==> config.mk <==
export PLATFORM = sky130hd
export DESIGN_NAME = pipe_stage_skid_flat
export DESIGN_NICKNAME = d
export VERILOG_FILES = /design/src/rtl/pipe_stage_skid_if.sv /design/src/rtl/pipe_stage_skid.sv /design/src/flat_wrapper.sv
export SDC_FILE = /design/constraint.sdc
export NUM_CORES = 1
export LEC_CHECK = 0
export ABC_AREA = 1
export CORE_ASPECT_RATIO = 0.5
export CORE_MARGIN = 10
export CORE_UTILIZATION = 51
export CTS_CLUSTER_SIZE = 24
export DETAILED_ROUTE_END_ITERATION = 6
export PLACE_DENSITY = 0.83
export SLEW_MARGIN = 20
export SYNTH_ARGS = -nofsm -noshare
export SYNTH_HDL_FRONTEND = slang
export SYNTH_SLANG_ARGS = --single-unit
export TNS_END_PERCENT = 1
==> constraint.sdc <==
create_clock -name clk -period 1.8 [get_ports clk]
set_input_delay 0.18 -clock clk [delete_from_list [all_inputs] [get_ports clk]]
set_output_delay 0.18 -clock clk [all_outputs]
set_load 0.01 [all_outputs]
==> src/rtl/pipe_stage_skid_if.sv <==
// Valid/ready/data bundle for one side of pipe_stage_skid.
// master drives valid/data and samples ready; slave does the reverse.
interface pipe_stage_skid_if #(
   parameter int DW = 64
) ();
   logic          valid;
   logic          ready;
   logic [DW-1:0] data;

   modport master (output valid, output data, input ready);
   modport slave  (input valid, input data, output ready);
endinterface

==> src/rtl/pipe_stage_skid.sv <==
// Elastic pipeline register: registered in_ready, two-entry skid, synchronous flush.
// Define PIPE_STAGE_STALL_CNT_EN to add the saturating stall_cnt output.
module pipe_stage_skid #(
   parameter int DW         = 64,
   parameter bit CLEAR_DATA = 1'b1,
   parameter int CW         = 32
) (
   input  logic               clk,
   input  logic               rst_n,
   input  logic               flush,
   pipe_stage_skid_if.slave   in_if,
   pipe_stage_skid_if.master  out_if
`ifdef PIPE_STAGE_STALL_CNT_EN
   ,
   output logic [CW-1:0]      stall_cnt
`endif
);

   typedef enum logic [1:0] {
      EMPTY = 2'b00,
      BUSY  = 2'b01,
      FULL  = 2'b10
   } state_t;

   state_t        state_reg;
   logic          in_ready_reg;
   logic          out_valid_reg;
   logic [DW-1:0] main_reg;
   logic [DW-1:0] skid_reg;

   // Handshake flags are registered alongside the state so neither depends on inputs.
   always_ff @(posedge clk or negedge rst_n) begin
      if (!rst_n) begin
         state_reg     <= EMPTY;
         in_ready_reg  <= 1'b1;
         out_valid_reg <= 1'b0;
         main_reg      <= '0;
         skid_reg      <= '0;
      end else if (flush) begin
         state_reg     <= EMPTY;
         in_ready_reg  <= 1'b1;
         out_valid_reg <= 1'b0;
         if (CLEAR_DATA) begin
            main_reg <= '0;
            skid_reg <= '0;
         end
      end else begin
         case (state_reg)
            EMPTY: begin
               if (in_if.valid) begin
                  main_reg      <= in_if.data;
                  state_reg     <= BUSY;
                  out_valid_reg <= 1'b1;
                  in_ready_reg  <= 1'b1;
               end
            end
            BUSY: begin
               if (in_if.valid && out_if.ready) begin
                  main_reg <= in_if.data;
               end else if (in_if.valid) begin
                  // Downstream stalled: park the new beat so in_ready can drop a cycle late.
                  skid_reg     <= in_if.data;
                  state_reg    <= FULL;
                  in_ready_reg <= 1'b0;
               end else if (out_if.ready) begin
                  state_reg     <= EMPTY;
                  out_valid_reg <= 1'b0;
               end
            end
            FULL: begin
               if (out_if.ready) begin
                  main_reg     <= skid_reg;
                  state_reg    <= BUSY;
                  in_ready_reg <= 1'b1;
               end
            end
            default: begin
               state_reg     <= EMPTY;
               in_ready_reg  <= 1'b1;
               out_valid_reg <= 1'b0;
            end
         endcase
      end
   end

   assign in_if.ready  = in_ready_reg;
   assign out_if.valid = out_valid_reg;
   assign out_if.data  = main_reg;

`ifdef PIPE_STAGE_STALL_CNT_EN
   logic [CW-1:0] stall_cnt_reg;
   logic [CW-1:0] stall_cnt_next;

   always_comb begin
      stall_cnt_next = stall_cnt_reg;
      if (out_valid_reg && !out_if.ready && (stall_cnt_reg != {CW{1'b1}})) begin
         stall_cnt_next = stall_cnt_reg + 1'b1;
      end
   end

   // Only reset clears the counter; flush deliberately leaves it alone.
   always_ff @(posedge clk or negedge rst_n) begin
      if (!rst_n) begin
         stall_cnt_reg <= '0;
      end else begin
         stall_cnt_reg <= stall_cnt_next;
      end
   end

   assign stall_cnt = stall_cnt_reg;
`else
   logic unused_cw;
   assign unused_cw = (CW > 0);
`endif

endmodule

==> src/flat_wrapper.sv <==
// flat-port wrapper written by rule: the top's interface ports become plain ports
module pipe_stage_skid_flat 
#(
   parameter int DW         = 64,
   parameter bit CLEAR_DATA = 1'b1,
   parameter int CW         = 32
)
  (clk, rst_n, flush, in_if_valid, in_if_data, in_if_ready, out_if_valid, out_if_data, out_if_ready);
  pipe_stage_skid_if #(.DW(DW)) in_if_i ();
  pipe_stage_skid_if #(.DW(DW)) out_if_i ();
  input  logic clk;
  input  logic rst_n;
  input  logic flush;
  input wire logic [$bits(in_if_i.valid)-1:0] in_if_valid;
  input wire logic [$bits(in_if_i.data)-1:0] in_if_data;
  output wire logic [$bits(in_if_i.ready)-1:0] in_if_ready;
  output wire logic [$bits(out_if_i.valid)-1:0] out_if_valid;
  output wire logic [$bits(out_if_i.data)-1:0] out_if_data;
  input wire logic [$bits(out_if_i.ready)-1:0] out_if_ready;
  assign in_if_i.valid = in_if_valid;
  assign in_if_i.data = in_if_data;
  assign in_if_ready = in_if_i.ready;
  assign out_if_valid = out_if_i.valid;
  assign out_if_data = out_if_i.data;
  assign out_if_i.ready = out_if_ready;
  pipe_stage_skid #(.DW(DW), .CLEAR_DATA(CLEAR_DATA), .CW(CW)) u_core (.clk(clk), .rst_n(rst_n), .flush(flush), .in_if(in_if_i), .out_if(out_if_i));
endmodule
==> results.txt, run 1 <==
Yosys cell types -> 22
Yosys top cell area share -> 52.72%
CP arrival -> 2.05 ns
CTS tree -> yes
HP Class -> in2async
Final setup margin -> 0.09303 ns
Die Area -> 17,280 um^2
Pwr/cell area -> 1436 nW/um^2
Max Cap Violations -> 0
Die Span Y -> 98.08 um
Rel. slew slack -> 74.35%
Tightest Pin Transition -> 0.3848 ns
Vias -> 5,750
Drt total wl -> 18,040 um
Leak -> 3.889 nW
Crit path launch type -> flip-flop
Vias/cell -> 5.394
Share of cells above drive strength 1 -> 7.769%
NumNets Final -> 963
Clock sink total -> 132
Dominant cells by area after synthesis -> dfrtp_1 53%, nand2_1 12%, o21ai_0 12%
Fin util -> 70.87%
Synth warn -> 0
DRT iter0 DRCs -> 545
CP startpoint -> u_core.state_reg[0]
CTS Buf Count -> 17
Post-synthesis sequential area ratio -> 53.14%
Worst Reg2Reg Path Length in Cells -> 9
Setup Total Neg Slack -> 0 ns
Final setup vio count -> 0
Max Freq -> 585.8 MHz
Mapped Avg Cell Area -> 8.150 um^2
Syn nets -> 838
Grt ovf -> 0
DR DRC count -> 0
Syn Inst Count -> 763
Core area -> 11,880 um^2
Ports -> 135
Pins Over Slew Limit -> 0
Unrepaired setup endpoints after global routing -> false
Period utilisation layout -> 94.83%
WL/cell -> 16.92 um
Worst Path Max Fanout -> 27
Routability congestion estimate -> 0.8376
Global-route wire length before repair -> 28,100 um
Critical path class -> reg2reg
Cell taking the most area after synthesis -> dfrtp_1
Die span in x -> 176.2 um
Number of routed nets with antenna violations -> 0
CTS Root Cell -> clkbuf_16
GRT Resource Usage Total -> 19.87%
Pin count of the biggest net entering global routing -> 62
Initial Util -> 52.36%
Flop2flop setup slack -> 0.09 ns
DR pass1 iterations -> 7
Status -> completed
Worst setup EP type -> flip-flop
Worst R2R Start -> u_core.state_reg[0]
Port Buffers -> 134
Max VDD drop -> 0.8624 mV
Final Critical Period -> 1.707 ns
Setup Slack @ Placement -> 0.03651 ns
R2r endpoint -> u_core.out_if.data[62]
Synthesized flop and latch total -> 132
Post-Syn Area -> 6218 um^2
# rows -> 28
Crit path capture -> u_core.out_if.data[62]
Initial antenna violation count -> 0
Final HPWL DP -> 11,530 um
Vias in the first global route -> 5,578
Clk pin slew, worst setup/hold paths -> 0.06 ns
Hold Violations, Final -> 0
Clock buffer depth -> 2
H-tree levels -> 4
Ant diodes -> 0
WP data required -> 2.15 ns
Final setup skew -> 0.005152 ns
Area growth from synthesis to layout -> 35.35%
Worst-Skew Late Latency -> 0.41 ns
==> cells in the mapped netlist <==
master	count
a21oi_1	63
buf_1	2
buf_2	20
buf_6	9
clkbuf_1	20
clkbuf_2	5
dfrtp_1	131
dfstp_2	1
ha_1	6
inv_1	69
inv_2	1
inv_4	1
nand2_1	197
nand2_2	1
nand2_4	1
nand3_1	26
nand3_2	1
nor2_1	15
nor2_4	1
nor2_8	1
o21ai_0	143
o21ai_1	49
==> cell type report <==
type	count	area, um^2
Multi-Input combinational cell	504	2350
Clock buffer	20	466.7
Tap cell	165	206.4
Inverter	71	269.0
Sequential cell	132	3304
Fill cell	905	3460
Clock inverter	12	105.1
Timing Repair Buffer	162	1715
==> worst min path at each step <==
stage / from / slack (ns) / depth (start not counted) / endpoint
2_1_floorplan: rst_n / -0.12 / 0 / u_core.out_if.data[0]
6_report: rst_n / 0.23 / 2 / u_core.skid_reg[13]
3_5_place_dp: rst_n / 0.10 / 1 / u_core.skid_reg[13]
5_1_grt: rst_n / 0.26 / 2 / u_core.skid_reg[13]
3_3_place_gp: rst_n / 0.10 / 1 / u_core.skid_reg[10]
4_1_cts: rst_n / 0.24 / 2 / u_core.skid_reg[13]
==> through the flow <==
step                      area [um^2]  instances  total power, mW  hold WS (ns)
after floorplan                  6218        763            6.316       -0.1156
after global placement           7761       1029            8.405        0.1030
after detailed placement         7761       1029            8.532        0.1039
after CTS                        8343       1062            11.90        0.2364
after global routing             8417       1066            12.73        0.2621
final                            8417       1066            12.08        0.2320
==> layout by cell type (no fill, tap or decap) <==
cell type	n
nor2_8	1
nor2_4	1
clkbuf_8	3
clkbuf_16	19
clkinvlp_4	5
a21oi_1	63
inv_2	1
nand2_2	2
dfstp_2	1
nor2_1	15
dlygate4sd3_1	1
ha_2	1
buf_6	1
inv_4	1
clkdlybuf4s50_1	133
o21ai_1	49
buf_12	10
bufinv_16	1
inv_1	69
inv_6	1
nand2_8	1
clkinv_2	4
o21ai_0	143
dfrtp_1	131
nand3_1	26
nand3_2	1
nand2_1	196
buf_4	15
ha_1	5
clkinv_4	1
==> critical path, stage by stage (launching register included) <==
cell and delay [ns]:
dfrtp_1 0.36, inv_1 0.08, ha_1 0.29, nor2_1 0.04, nand2_1 0.15, nand2_8 0.14, nor2_8 0.20, buf_12 0.20
nand2_1 0.09, nand2_1 0.08
==> kinds of logic (layout without fill, tap and decap cells) <==
logic type / Yosys count / in the layout / share of synthesized area [%]
and+or+nand+nor: 243 / 243 / 15.83
buffers and inverters: 127 / 265 / 9.296
adders and majority gates: 6 / 6 / 1.207
AOI/OAI and AO/OA: 255 / 255 / 20.52
DFF: 132 / 132 / 53.14
==> power by group <==
| part | switching (mW) | leakage, nW | total, mW | internal [mW] |
|---|---|---|---|---|
| registers | 0.426 | 1.75 | 4.18 | 3.76 |
| clock network | 1.35 | 0.270 | 3.35 | 2.00 |
| logic | 2.43 | 1.87 | 4.55 | 2.12 |
| total | 4.20 | 3.89 | 12.1 | 7.88 |
==> what timing repair did <==
action / CTS / global route
setup endpoints to repair: 0 / 50
hold buffers: 1 / 0
hold endpoints to repair: 34 / 0
buffers inserted: 0 / 2
resized for setup: 0 / 1
==> metal layers <==
layer,up-vias,GRT usage [%],wire length (um)
met5,-,0,0
met2,233,33.74,9094
met1,2772,24.68,7640
li1,2727,-,-
met4,0,6.023,191
met3,18,4.689,1113
Power figures use the tool's default switching activity.
==> run 2: changes to the inputs <==
==> constraint.sdc (replaced) <==
create_clock -name clk -period 1.8 [get_ports clk]
set_input_delay 0.18 -clock clk [delete_from_list [all_inputs] [get_ports clk]]
set_output_delay 0.18 -clock clk [all_outputs]
set_load 0.1 [all_outputs]
==> run 2 against run 1 <==
Effect of this change:
- hold slack gained 0.076 ns
- worst setup slack improved by 0.022 ns
- combinational power grew 89%
- fmax up 1.3%
- die area unchanged
- sequential power about the same
- utilization shrank 0.94 points
- clock power rose by 16%
- critical path depth stayed put
- power rose by 38%
==> results.txt, run 2 (same netlist as run 1, synthesis figures left out) <==
Status -> completed
Max VDD drop -> 1.388 mV (+61%)
Share of cells above drive strength 1 -> 15.03% (+7.3 points)
Tightest Pin Transition -> 0.5737 ns (+0.1889 ns)
Clock power frac -> 23.2% (-4.5 points)
Final cell count without fillers -> 1,063 (-0.28%)
NumNets Final -> 960 (-0.31%)
Grt ovf -> 0 (unchanged)
Commonest non-fill, non-tap cell in the layout -> nand2_1
Worst setup EP type -> flip-flop
Number of routed nets with antenna violations -> 0 (unchanged)
DR pass1 iterations -> 7 (unchanged)
Final setup vio count -> 0 (unchanged)
CP startpoint -> u_core.state_reg[0]
DR DRC count -> 0 (unchanged)
WL/cell -> 16.52 um (-2.4%)
Initial antenna violation count -> 0 (unchanged)
Clock sink total -> 132 (unchanged)
Final HPWL DP -> 11,420 um (-0.95%)
Slowest CP cell -> dfrtp_2
GRT Resource Usage Total -> 20.07% (+0.20 points)
Clock buffer depth -> 2 (unchanged)
Slowest stage delay, CP -> 0.44 ns (+0.08 ns)
Die Span Y -> 98.08 um (unchanged)
CTS Root Cell -> clkbuf_16
Core area -> 11,880 um^2 (unchanged)
Pin count of the biggest net entering global routing -> 59 (-4.8%)
Critical-path cell list -> inv_1 -> ha_1 -> nor2_1 -> nand2_1 -> nand2_4 -> nor2_8 -> buf_12 -> nand2_1 -> nand2_1
CTS Buf Count -> 17 (unchanged)
Worst Path Max Fanout -> 35 (+30%)
# placed instances -> 1,028 (-0.097%)
Vias/cell -> 5.345 (-0.90%)
Worst R2R Start -> u_core.state_reg[0]
CTS tree -> yes
Final Critical Period -> 1.685 ns (-0.02214 ns)
Area growth from synthesis to layout -> 33.56%
Leak -> 4.008 nW (+3.1%)
CP arrival -> 1.99 ns (-0.06 ns)
Max Freq -> 593.5 MHz (+1.3%)
WP data required -> 2.10 ns (-0.05 ns)
Pins Over Slew Limit -> 0 (unchanged)
Ant diodes -> 0 (unchanged)
Logic gate share of total power -> 51.6% (+14 points)
HP Class -> in2async
Port Buffers -> 134 (unchanged)
Max Cap Violations -> 0 (unchanged)
Setup Slack @ Placement -> 0.04222 ns (+0.005712 ns)
Period utilisation layout -> 93.60% (-1.2 points)
Total power -> 16.71 mW (+38%)
Most used cell, CP -> nand2_1
Ports -> 135 (unchanged)
Crit path launch type -> flip-flop
Vias -> 5,682 (-1.2%)
H-tree levels -> 4 (unchanged)
Drt total wl -> 17,560 um (-2.6%)
Fin util -> 69.93% (-0.94 points)
DRT iter0 DRCs -> 549 (+0.73%)
Internal power -> 8.116 mW (+3.0%)
Hold Violations, Final -> 0 (unchanged)
Die span in x -> 176.2 um (unchanged)
Sequential Power Share -> 25.2% (-9.4 points)
Final setup skew -> 0.006217 ns (+0.001065 ns)
Clk pin slew, worst setup/hold paths -> 0.06 ns (about the same)
Global-route wire length before repair -> 28,350 um (+0.86%)
# rows -> 28 (unchanged)
Most frequent cells in the layout -> 196 x nand2_1, 143 x o21ai_0, 129 x dfrtp_1
Initial Util -> 52.36% (unchanged)
Fill cell count -> 922 (+1.9%)
Worst-Skew Late Latency -> 0.42 ns (about the same)
Final setup margin -> 0.1152 ns (+0.02214 ns)
Die Area -> 17,280 um^2 (unchanged)
Vias in the first global route -> 5,568 (-0.18%)
Setup Total Neg Slack -> 0 ns (unchanged)
Routability congestion estimate -> 0.8096 (-3.3%)
Total net switching power -> 8.589 mW (+100%)
Switch share -> 51.41% (+17 points)
Critical path class -> reg2reg
Pwr/cell area -> 2011 nW/um^2 (+40%)
Rel. slew slack -> 61.75% (-13 points)
==> run 2: path summary, 6_finish.rpt <==
kind / endpoint / slack [ns] / depth (start not counted)
worst max-delay path: u_core.out_if.data[11] / 0.12 / 9
worst min-delay path: u_core.skid_reg[11] / 0.31 / 2
worst max register to register: u_core.out_if.data[11] / 0.12 / 9
worst min register to register: u_core.out_if.data[51] / 0.48 / 2
max in group asynchronous: u_core.skid_reg[19] / 0.79 / 3
min in group clk: u_core.skid_reg[0] / 0.35 / 3
==> run 2: power by group through the flow <==
stage               clock (mW)  sequential (mW)  combinational [mW]
finish                    3.88             4.20                8.62
floorplan                    0             8.82                1.87
global route              4.04             4.28                9.02
global placement             0             4.23                8.48
CTS                       3.92             4.21                8.62
detailed placement           0             4.24                8.60
==> run 2: per-stage QoR <==
step                      hold WS (ns)  cell area (um^2)
final                           0.3083              8305
after global routing            0.3347              8305
after CTS                       0.3171              8280
after detailed placement        0.1920              7614
after global placement          0.1859              7614
after floorplan                -0.1156              6218
==> run 2: final cells by class <==
| cell class | count | area [um^2] | share of cell area (%) |
|---|---|---|---|
| Timing Repair Buffer | 159 | 1525 | 18.36 |
| Clock buffer | 19 | 452.9 | 5.453 |
| Clock inverter | 13 | 203.9 | 2.456 |
| Multi-Input combinational cell | 504 | 2341 | 28.19 |
| Inverter | 71 | 269.0 | 3.239 |
| Sequential cell | 132 | 3307 | 39.82 |
| Tap cell | 165 | 206.4 | 2.486 |
==> run 2: critical path: cells and delay by family, from the launching register on <==
| kind | cells | cell delay, ns |
|---|---|---|
| fa+ha+maj | 1 | 0.25 |
| buf+inv | 2 | 0.31 |
| flops | 1 | 0.44 |
| simple gates | 6 | 0.56 |
==> run 2: what timing repair did <==
item,4_1_cts,5_1_grt
hold buffers,1,0
endpoints found under the hold margin,54,0
setup buffers,0,2
setup endpoints to repair,0,64
gates resized for setup,0,4
==> run 2: layer usage <==
| layer | share of wire [%] | track usage [%] |
|---|---|---|
| met5 | 0 | 0 |
| met4 | 1.3 | 6.995 |
| met3 | 6.3 | 4.458 |
| met2 | 50 | 33.83 |
| met1 | 42 | 24.98 |
